<file path="config.mk">
export PLATFORM = sky130hd
export DESIGN_NAME = id_operand_stage
export DESIGN_NICKNAME = d
export VERILOG_FILES = /design/src/rtl/id_operand_stage_pkg.sv /design/src/rtl/id_operand_stage_fwd_mux.sv /design/src/rtl/id_operand_stage.sv
export SDC_FILE = /design/constraint.sdc
export NUM_CORES = 1
export LEC_CHECK = 0
export BUFFER_PORTS_ARGS = -buffer_cell sky130_fd_sc_hd__clkbuf_2
export CAP_MARGIN = 20
export CORE_AREA = 2 2 139 141
export DETAILED_ROUTE_END_ITERATION = 16
export DIE_AREA = 0 0 141 143
export PLACE_DENSITY = 0.66
export SYNTH_ARGS = -nofsm -noshare
export SYNTH_HDL_FRONTEND = slang
export SYNTH_SLANG_ARGS = --single-unit
</file>
<file path="constraint.sdc">
create_clock -name clk -period 2.9 [get_ports clk]
set_input_delay 0.58 -clock clk [delete_from_list [all_inputs] [get_ports clk]]
set_output_delay 0.58 -clock clk [all_outputs]
set_load 0.01 [all_outputs]
</file>
<file path="src/rtl/id_operand_stage_pkg.sv">
// Shared constants, types and decode helpers for the ID operand stage.
//
// Contents:
//   WORD_DATA_BUS / REG_ADDR_BUS  datapath and register-address widths
//   ENABLE_ / DISABLE_            active-low enable encoding used by gpr
//   OP_*                          RV32I major opcodes the stage cares about
//   ISA_NOP                       canonical NOP (addi x0, x0, 0)
//   id_ex_t                       contents of the ID/EX pipeline register
//   uses_rs1/uses_rs2/writes_rd   opcode-based operand/destination usage
package id_operand_stage_pkg;

    localparam int WORD_DATA_BUS = 32;
    localparam int REG_ADDR_BUS  = 5;

    // The gpr write port is active-low, so "enabled" is a 0.
    localparam logic ENABLE_  = 1'b0;
    localparam logic DISABLE_ = 1'b1;

    localparam logic [6:0] OP_STORE  = 7'b0100011;
    localparam logic [6:0] OP_BRANCH = 7'b1100011;
    localparam logic [6:0] OP_LUI    = 7'b0110111;
    localparam logic [6:0] OP_AUIPC  = 7'b0010111;
    localparam logic [6:0] OP_JAL    = 7'b1101111;
    localparam logic [6:0] OP_RTYPE  = 7'b0110011;

    localparam logic [WORD_DATA_BUS-1:0] ISA_NOP = 32'h0000_0013;

    typedef struct packed {
        logic                     valid;
        logic [WORD_DATA_BUS-1:0] pc;
        logic [WORD_DATA_BUS-1:0] insn;
        logic [WORD_DATA_BUS-1:0] ra_data;
        logic [WORD_DATA_BUS-1:0] rb_data;
        logic [REG_ADDR_BUS-1:0]  dst_addr;
        logic                     gpr_we_;
    } id_ex_t;

    localparam id_ex_t ID_EX_RESET = '{
        valid:    1'b0,
        pc:       '0,
        insn:     ISA_NOP,
        ra_data:  '0,
        rb_data:  '0,
        dst_addr: '0,
        gpr_we_:  DISABLE_
    };

    // U-type and JAL encodings carry immediate bits in the rs1 field.
    function automatic logic uses_rs1(input logic [6:0] opcode);
        return !(opcode == OP_LUI || opcode == OP_AUIPC || opcode == OP_JAL);
    endfunction

    // Only these formats have a real rs2; elsewhere the field is immediate.
    function automatic logic uses_rs2(input logic [6:0] opcode);
        return (opcode == OP_RTYPE) || (opcode == OP_STORE) || (opcode == OP_BRANCH);
    endfunction

    function automatic logic writes_rd(input logic [6:0] opcode,
                                       input logic [REG_ADDR_BUS-1:0] rd);
        return (opcode != OP_STORE) && (opcode != OP_BRANCH) && (rd != '0);
    endfunction

endpackage

</file>
<file path="src/rtl/id_operand_stage_fwd_mux.sv">
// id_fwd_mux: per-operand bypass selection.
//
// Ports:
//   src_addr      in   source register number
//   gpr_data      in   register file read value
//   ex_fwd_en     in   EX holds a valid register-writing instruction
//   ex_is_load    in   that EX instruction is a load (data not ready yet)
//   ex_dst_addr   in   EX destination register
//   ex_fwd_data   in   EX ALU result
//   mem_fwd_en    in   MEM result is forwardable
//   mem_dst_addr  in   MEM destination register
//   mem_fwd_data  in   MEM result
//   fwd_data      out  resolved operand value
module id_fwd_mux
    import id_operand_stage_pkg::*;
(
    input  logic [REG_ADDR_BUS-1:0]  src_addr,
    input  logic [WORD_DATA_BUS-1:0] gpr_data,
    input  logic                     ex_fwd_en,
    input  logic                     ex_is_load,
    input  logic [REG_ADDR_BUS-1:0]  ex_dst_addr,
    input  logic [WORD_DATA_BUS-1:0] ex_fwd_data,
    input  logic                     mem_fwd_en,
    input  logic [REG_ADDR_BUS-1:0]  mem_dst_addr,
    input  logic [WORD_DATA_BUS-1:0] mem_fwd_data,
    output logic [WORD_DATA_BUS-1:0] fwd_data
);

    always_comb begin
        // NOTE: default first so every path assigns fwd_data and no latch is inferred.
        fwd_data = gpr_data;
        if (src_addr == '0) begin
            // x0 must never pick up a bypassed value, even if some stage "writes" it.
            fwd_data = '0;
        end else if (ex_fwd_en && !ex_is_load && (ex_dst_addr == src_addr)) begin
            // The youngest producer wins; a load in EX has no data yet.
            fwd_data = ex_fwd_data;
        end else if (mem_fwd_en && (mem_dst_addr == src_addr)) begin
            fwd_data = mem_fwd_data;
        end
    end

endmodule

</file>
<file path="src/rtl/id_operand_stage.sv">
// id_operand_stage: decode / operand fetch between IF/ID and EX.
//
// Ports:
//   clk, reset                 pipeline clock, synchronous active-high reset
//   if_valid/if_pc/if_insn     IF/ID slot contents
//   stall                      hold the ID/EX register
//   flush                      kill the ID/EX contents
//   gpr_rd_addr_0/1            out: rs1/rs2 read addresses (combinational)
//   gpr_rd_data_0/1            in:  register file read data
//   ex_fwd_en/ex_is_load/ex_dst_addr/ex_fwd_data   EX bypass source
//   mem_fwd_en/mem_dst_addr/mem_fwd_data           MEM bypass source
//   ld_hazard                  out: load-use stall request (combinational)
//   id_valid/id_pc/id_insn/id_ra_data/id_rb_data/id_dst_addr/id_gpr_we_
//                              out: ID/EX register contents
module id_operand_stage
    import id_operand_stage_pkg::*;
(
    input  logic                     clk,
    input  logic                     reset,
    input  logic                     if_valid,
    input  logic [WORD_DATA_BUS-1:0] if_pc,
    input  logic [WORD_DATA_BUS-1:0] if_insn,
    input  logic                     stall,
    input  logic                     flush,
    output logic [REG_ADDR_BUS-1:0]  gpr_rd_addr_0,
    output logic [REG_ADDR_BUS-1:0]  gpr_rd_addr_1,
    input  logic [WORD_DATA_BUS-1:0] gpr_rd_data_0,
    input  logic [WORD_DATA_BUS-1:0] gpr_rd_data_1,
    input  logic                     ex_fwd_en,
    input  logic                     ex_is_load,
    input  logic [REG_ADDR_BUS-1:0]  ex_dst_addr,
    input  logic [WORD_DATA_BUS-1:0] ex_fwd_data,
    input  logic                     mem_fwd_en,
    input  logic [REG_ADDR_BUS-1:0]  mem_dst_addr,
    input  logic [WORD_DATA_BUS-1:0] mem_fwd_data,
    output logic                     ld_hazard,
    output logic                     id_valid,
    output logic [WORD_DATA_BUS-1:0] id_pc,
    output logic [WORD_DATA_BUS-1:0] id_insn,
    output logic [WORD_DATA_BUS-1:0] id_ra_data,
    output logic [WORD_DATA_BUS-1:0] id_rb_data,
    output logic [REG_ADDR_BUS-1:0]  id_dst_addr,
    output logic                     id_gpr_we_
);

    logic [6:0]               opcode;
    logic [REG_ADDR_BUS-1:0]  rs1_addr;
    logic [REG_ADDR_BUS-1:0]  rs2_addr;
    logic [REG_ADDR_BUS-1:0]  rd_addr;
    logic [WORD_DATA_BUS-1:0] ra_data;
    logic [WORD_DATA_BUS-1:0] rb_data;
    logic                     rs1_conflict;
    logic                     rs2_conflict;
    logic                     gpr_we_dec;
    id_ex_t                   id_ex_q;

    assign opcode   = if_insn[6:0];
    assign rd_addr  = if_insn[11:7];
    assign rs1_addr = if_insn[19:15];
    assign rs2_addr = if_insn[24:20];

    assign gpr_rd_addr_0 = rs1_addr;
    assign gpr_rd_addr_1 = rs2_addr;

    id_fwd_mux u_fwd_ra (
        .src_addr     (rs1_addr),
        .gpr_data     (gpr_rd_data_0),
        .ex_fwd_en    (ex_fwd_en),
        .ex_is_load   (ex_is_load),
        .ex_dst_addr  (ex_dst_addr),
        .ex_fwd_data  (ex_fwd_data),
        .mem_fwd_en   (mem_fwd_en),
        .mem_dst_addr (mem_dst_addr),
        .mem_fwd_data (mem_fwd_data),
        .fwd_data     (ra_data)
    );

    id_fwd_mux u_fwd_rb (
        .src_addr     (rs2_addr),
        .gpr_data     (gpr_rd_data_1),
        .ex_fwd_en    (ex_fwd_en),
        .ex_is_load   (ex_is_load),
        .ex_dst_addr  (ex_dst_addr),
        .ex_fwd_data  (ex_fwd_data),
        .mem_fwd_en   (mem_fwd_en),
        .mem_dst_addr (mem_dst_addr),
        .mem_fwd_data (mem_fwd_data),
        .fwd_data     (rb_data)
    );

    // Immediate bits sitting in an rs field must not raise a false hazard.
    assign rs1_conflict = uses_rs1(opcode) && (ex_dst_addr == rs1_addr);
    assign rs2_conflict = uses_rs2(opcode) && (ex_dst_addr == rs2_addr);

    // Stays asserted under stall so upstream keeps holding IF/ID.
    assign ld_hazard = if_valid && ex_fwd_en && ex_is_load && (ex_dst_addr != '0)
                       && (rs1_conflict || rs2_conflict);

    // An empty IF/ID slot must never enable a register write.
    assign gpr_we_dec = (if_valid && writes_rd(opcode, rd_addr)) ? ENABLE_ : DISABLE_;

    always_ff @(posedge clk) begin
        // NOTE: non-blocking assignments keep every register update on the same edge.
        if (reset) begin
            id_ex_q <= ID_EX_RESET;
        end else if (flush) begin
            id_ex_q.valid   <= 1'b0;
            id_ex_q.gpr_we_ <= DISABLE_;
        end else if (!stall) begin
            if (ld_hazard) begin
                // Bubble; the consumer stays in IF/ID and retries next cycle.
                id_ex_q.valid   <= 1'b0;
                id_ex_q.gpr_we_ <= DISABLE_;
            end else begin
                id_ex_q.valid    <= if_valid;
                id_ex_q.pc       <= if_pc;
                id_ex_q.insn     <= if_insn;
                id_ex_q.ra_data  <= ra_data;
                id_ex_q.rb_data  <= rb_data;
                id_ex_q.dst_addr <= rd_addr;
                id_ex_q.gpr_we_  <= gpr_we_dec;
            end
        end
    end

    assign id_valid    = id_ex_q.valid;
    assign id_pc       = id_ex_q.pc;
    assign id_insn     = id_ex_q.insn;
    assign id_ra_data  = id_ex_q.ra_data;
    assign id_rb_data  = id_ex_q.rb_data;
    assign id_dst_addr = id_ex_q.dst_addr;
    assign id_gpr_we_  = id_ex_q.gpr_we_;

endmodule

</file>
# Yosys cells after proc, flatten, opt, wreduce, memory -nomap -nowiden
# Index checks and enable logic that the tools add are counted.
# W data, S select, Z words.
[totals] ff_bits=135 input_bits=210 out_inout_bits=146
[op_classes] n_eq_ne=12 n_mux=9 bitwise_logic=3 n_reduce_logical=27
[op_table] operator="$mux W32" count=6
[op_table] operator="$eq A7 B6 Y1 const B" count=3
[op_table] operator="$eq A5 B5 Y1" count=4
[op_table] operator="$eq A7 B7 Y1 const B" count=2
[op_table] operator="$logic_and A1 B1 Y1" count=14
[op_table] operator="$logic_not A5 Y1" count=2
[op_table] operator="$reduce_bool A5 Y1" count=2
[op_table] operator="$eq A7 B5 Y1 const B" count=1
[op_table] operator="$ne A7 B6 Y1 const B" count=1
[op_table] operator="$ne A7 B7 Y1 const B" count=1
[op_table] operator="$logic_or A1 B1 Y1" count=5
[op_table] operator="$mux W1" count=3
[op_table] operator="$not A1 Y1" count=3
[op_table] operator="$reduce_and A3 Y1" count=1
[op_table] operator="$logic_not A1 Y1" count=2
[op_table] operator="$reduce_or A2 Y1" count=1

# Depth between registers and ports, before layout
[depth] word_depth=9 depth_mapped=9

# Cells and area by module
# A second synthesis with hierarchy kept.
[unflattened] hier_cells=961 area_unflattened_um2=8396.8
[modules_own_cells] mod="id_operand_stage" instances=1 cells_each=609 area_each_um2=6237.2
[modules_own_cells] mod="id_fwd_mux" instances=2 cells_each=176 area_each_um2=1079.8

# Worst setup path after synthesis
# Ideal clock, no wire load.
[synth_path] kind="input port to flip-flop" start="input if_valid" end="register id_ex_q (netlist bit id_ra_data[29])" setup_time_ps=116 arrival_ps=2347 path_slack_ps=437 stages=8 cell_sequence="and3_1 -> a21bo_2 -> nor4_1 -> or4_1 -> buf_2 -> clkbuf_1 -> a311oi_1 -> a31o_2"
[synth_via] elab_chain_cells=6
[synth_lines] element="start: declaration" line="id_operand_stage.sv:20" rtl="input logic if_valid,"
[synth_lines] element="$logic_and A1 B1 Y1 (3 in series)" line="id_operand_stage.sv:96" rtl="assign ld_hazard = if_valid && ex_fwd_en && ex_is_load && (ex_dst_addr != '0)"
[synth_lines] element="$logic_and A1 B1 Y1" line="id_operand_stage.sv:97" rtl="&& (rs1_conflict || rs2_conflict);"
[synth_lines] element="$not A1 Y1 (no source line)"
[synth_lines] element="$reduce_and A3 Y1 (no source line)"
[synth_lines] element="end: declaration" line="id_operand_stage.sv:55" rtl="id_ex_t id_ex_q;"
# Every way passes these cells.
# A chain may end at the register's enable or synchronous reset.

# Final worst setup path
[layout_path] start="input if_valid" end="register id_ex_q (netlist bit id_insn[12])"
# The elaborated chain is that of the path after synthesis.

==> results.yml <==
clocking:
  cts-buffers-inserted: 17
  cts_buffer_depth: 2
  tritoncts: "built"
  clk_pin_slew_ns: 0.07
  cts.hold.buffers_added: 0
  cts_setup_buffers: 0
  post_cts.resized_instances: 0
  cts.root.buffer_cell: "sky130_fd_sc_hd__clkbuf_16"
  latest_clock_arrival_within_the_worst_skew_pair_ns: 0.41
  cts.htree.levels: 4
  clock_sinks: 130
die:
  design.die.area_sq_mm: 0.0202
  die_w_um: 141
  chipHeight_um: 143
  core_region_area_sq_mm: 0.0186
  rows: 50
  io_pins: 356
  starting_density_pct: 35.9
synth:
  synth_adder_area_share_pct: 0
  mappedNetlistNets: 1015
  synth_seq_cells: 130
  yosys-top-cells-area: "sky130_fd_sc_hd__dfxtp_1 39%, sky130_fd_sc_hd__nand2_1 15%, sky130_fd_sc_hd__a311oi_2 14%"
  syn_avg_cell_area_sq_um: 8.29
  synth-compound-area-share_pct: 32.7
  postSynth.asyncResetShare_pct: 0
  synth_cells: 805
  post-synth-top-area-cell: "sky130_fd_sc_hd__dfxtp_1"
  synth_edf_count: 0
  muxShareOfSynthArea_pct: 0
  synth.yosys.seq_area_share_pct: 39.0
  synth_warnings: 0
  synth_top_area_share_pct: 39.0
  synth_xor_area_share_pct: 2.63
  synthesis.area_sq_mm: 0.00667
  post_synth_num_cell_types: 36
  top_reg_cell_synth: "sky130_fd_sc_hd__dfxtp_1"
  synth_top_family_by_area: "compound AO/OA/AOI/OAI gates"
  synth_simple_gate_area_share_pct: 18.2
critical_path:
  path_max_fanout: 48
  timing.critical_path.cells: "clkbuf_2 > and3_1 > a21bo_2 > nor4_1 > or4_4 > buf_4 > nand2_1 > a21oi_1"
  timing.critical_path.slowest_stage_cell: "sky130_fd_sc_hd__nor4_1"
  cp_data_arrival_time_ns: 2.91
  critical_path_cell_count: 8
  critPathCapture: "id_insn[12]"
  worst-endpoint-required_ns: 3.24
  gate_family_responsible_for_the_most_delay_along_the_worst_path: "simple AND/OR/NAND/NOR gates"
  worst_setup_path_startpoint: "if_valid"
  worst-path-buf-inv: 2
  ff2ff_path_depth: 3
  worst_path_largest_cell_delay_ns: 0.63
  ff2ff_setup_slack_ns: 2.07
  worstReg2RegStart: "id_gpr_we_"
  regToRegEndpoint: "id_gpr_we_"
  worst-setup-path-type: "input pin to register"
  critPathCaptureType: "register"
  critPathLaunchType: "input pin"
sta:
  grt_setup_unrepaired: "false"
  fin_skew_ns: 0
  finalHoldViolCount: 0
  final.min_clock_period_ns: 2.57
  setup_violations: 0
  maxSlewViolCount: 0
  min_period_over_period_pct: 88.6
  finalSetupTns_ns: 0
  maxClockFrequency_mhz: 389
  slew_hr_pct: 46.0
  layout_setup_ws_ns: 0.332
  worst_pin_slew_ns: 0.810
global_route:
  largest_net_degree_at_the_start_of_global_routing: 65
  grt_pass1_wl_um: 37600
  antenna_found_initial: 0
  track_usage_pct: 23.8
  via_count_of_the_first_global_routing_pass: 6876
  grt_overflow_total: 0
drt:
  routedWlPerCell_um: 18.2
  highest_metal_layer_used_by_the_detailed_router: "met4"
  vias: 7221
  drt_iter0_markers: 304
  drt_drc_violations_left: 0
  postRouteWirelength_um: 24800
  met2RoutedLength_um: 12200
  met3RoutedLength_um: 1950
  antenna_left: 0
  drtPass1Iterations: 5
  viasPerCell: 5.31
  wl_met1_um: 10200
cells_and_area:
  final_nets: 1324
  areaGrowthSynthToFinish_pct: 36.9
  finalInstanceArea_sq_mm: 0.00914
  final_cell_count_no_fill: 1361
  most-common-layout-cells: "355 x sky130_fd_sc_hd__clkbuf_2, 263 x sky130_fd_sc_hd__nand2_1, 130 x sky130_fd_sc_hd__dfxtp_1, 64 x sky130_fd_sc_hd__o21ai_0, 61 x sky130_fd_sc_hd__a21oi_1"
  most_common_library_cell_in_the_layout_ignoring_fill_and_taps: "sky130_fd_sc_hd__clkbuf_2"
  final_layout_size_suffix_gt1_share_pct: 43.6
  diodes: 0
place:
  hpwlAfterDp_um: 17500
  finalWeightedCongestion: 0.821
  place_worst_setup_slack_ns: -0.146
  count_of_input_and_output_buffers: 355
  place_area_sq_mm: 0.00856
  numPlacedInstances: 1329
pwr:
  worst_ir_drop_vdd_mv: 0.379
  power_density_mw_per_mm2: 525
  power.static_leakage_nw: 4.01
min_path:
  hold_class: "input pin to register"
flow_run:
  drv_cap: 0
run_status:
  outcome: "finished, final reports clean"
## report_power, final
group          internal [W]  total (W)  switching [W]
clock               0.00121    0.00212       0.000913
combinational      0.000320   0.000751       0.000431
sequential          0.00188    0.00192      0.0000483
## worst register-to-register path, stage by stage, from the launching register on
cell,delay (ns)
sky130_fd_sc_hd__dfxtp_1,0.31
sky130_fd_sc_hd__inv_1,0.05
sky130_fd_sc_hd__a32oi_1,0.05
sky130_fd_sc_hd__or3_1,0.31
## metrics by stage
| stage | power [W] | hold slack (ns) | util, % |
|---|---|---|---|
| after global routing | 0.00499 | 0.375 | 49.2 |
| after floorplan | 0.00235 | 0.481 | - |
| final | 0.00480 | 0.376 | 49.2 |
| after detailed placement | 0.00272 | 0.448 | 46.1 |
| after global placement | 0.00271 | 0.441 | 46.1 |
| after CTS | 0.00485 | 0.360 | 49.2 |
## per-layer routing
layer | global-route usage [%] | vias to the layer above
li1 | - | 3473
met1 | 29.4 | 3412
met2 | 40.5 | 307
met3 | 6.17 | 29
met4 | 8.00 | 0
met5 | 0 | -
## flip-flops by register name, indices dropped and copies added (netlist names)
signal / cells
id_insn: 32
id_gpr_we_: 1
id_rb_data: 32
id_valid: 1
id_pc: 32
id_ra_data: 32
## cells by family (layout without fill, tap and decap cells)
family	after synthesis	in the layout
flip-flops	130	130
XOR/XNOR	20	20
AND/OR/NAND/NOR	300	300
AO/OA/AOI/OAI	261	261
buffers and inverters	94	416
## how the worst min path moves through the flow
stage / start / to / cells after the start
floorplan: id_insn[12] / id_insn[12] / 2
CTS: if_pc[20] / id_pc[20] / 3
global route: if_pc[25] / id_pc[25] / 3
finish: if_pc[20] / id_pc[20] / 3
detailed placement: id_insn[23] / id_insn[23] / 2
global placement: id_insn[27] / id_insn[27] / 2
## cells in the mapped netlist, types with 2 or more instances
master and n:
sky130_fd_sc_hd__nand2_1 263, sky130_fd_sc_hd__dfxtp_1 130, sky130_fd_sc_hd__o21ai_0 64, sky130_fd_sc_hd__a21oi_1 63, sky130_fd_sc_hd__a311oi_2 60, sky130_fd_sc_hd__a31o_1 60, sky130_fd_sc_hd__clkbuf_1 53, sky130_fd_sc_hd__buf_4 22
sky130_fd_sc_hd__xnor2_1 20, sky130_fd_sc_hd__buf_6 7, sky130_fd_sc_hd__nand3_1 7, sky130_fd_sc_hd__nor2_1 7, sky130_fd_sc_hd__buf_1 5, sky130_fd_sc_hd__a311oi_1 4, sky130_fd_sc_hd__a31o_2 4, sky130_fd_sc_hd__buf_2 4
sky130_fd_sc_hd__nor3_1 4, sky130_fd_sc_hd__inv_1 3, sky130_fd_sc_hd__nand4_1 3, sky130_fd_sc_hd__or3_1 3, sky130_fd_sc_hd__nor4_1 2, sky130_fd_sc_hd__or2_2 2, sky130_fd_sc_hd__or4_1 2
## layout make-up
| class | count | area (sq um) |
|---|---|---|
| Inverter | 3 | 11.3 |
| Clock inverter | 15 | 149 |
| Multi-Input combinational cell | 581 | 3590 |
| Timing Repair Buffer | 381 | 2060 |
| Tap cell | 234 | 293 |
| Clock buffer | 17 | 425 |
| Sequential cell | 130 | 2600 |
| Fill cell | 1860 | 9450 |
No activity file was read; power rests on OpenSTA's default activity.
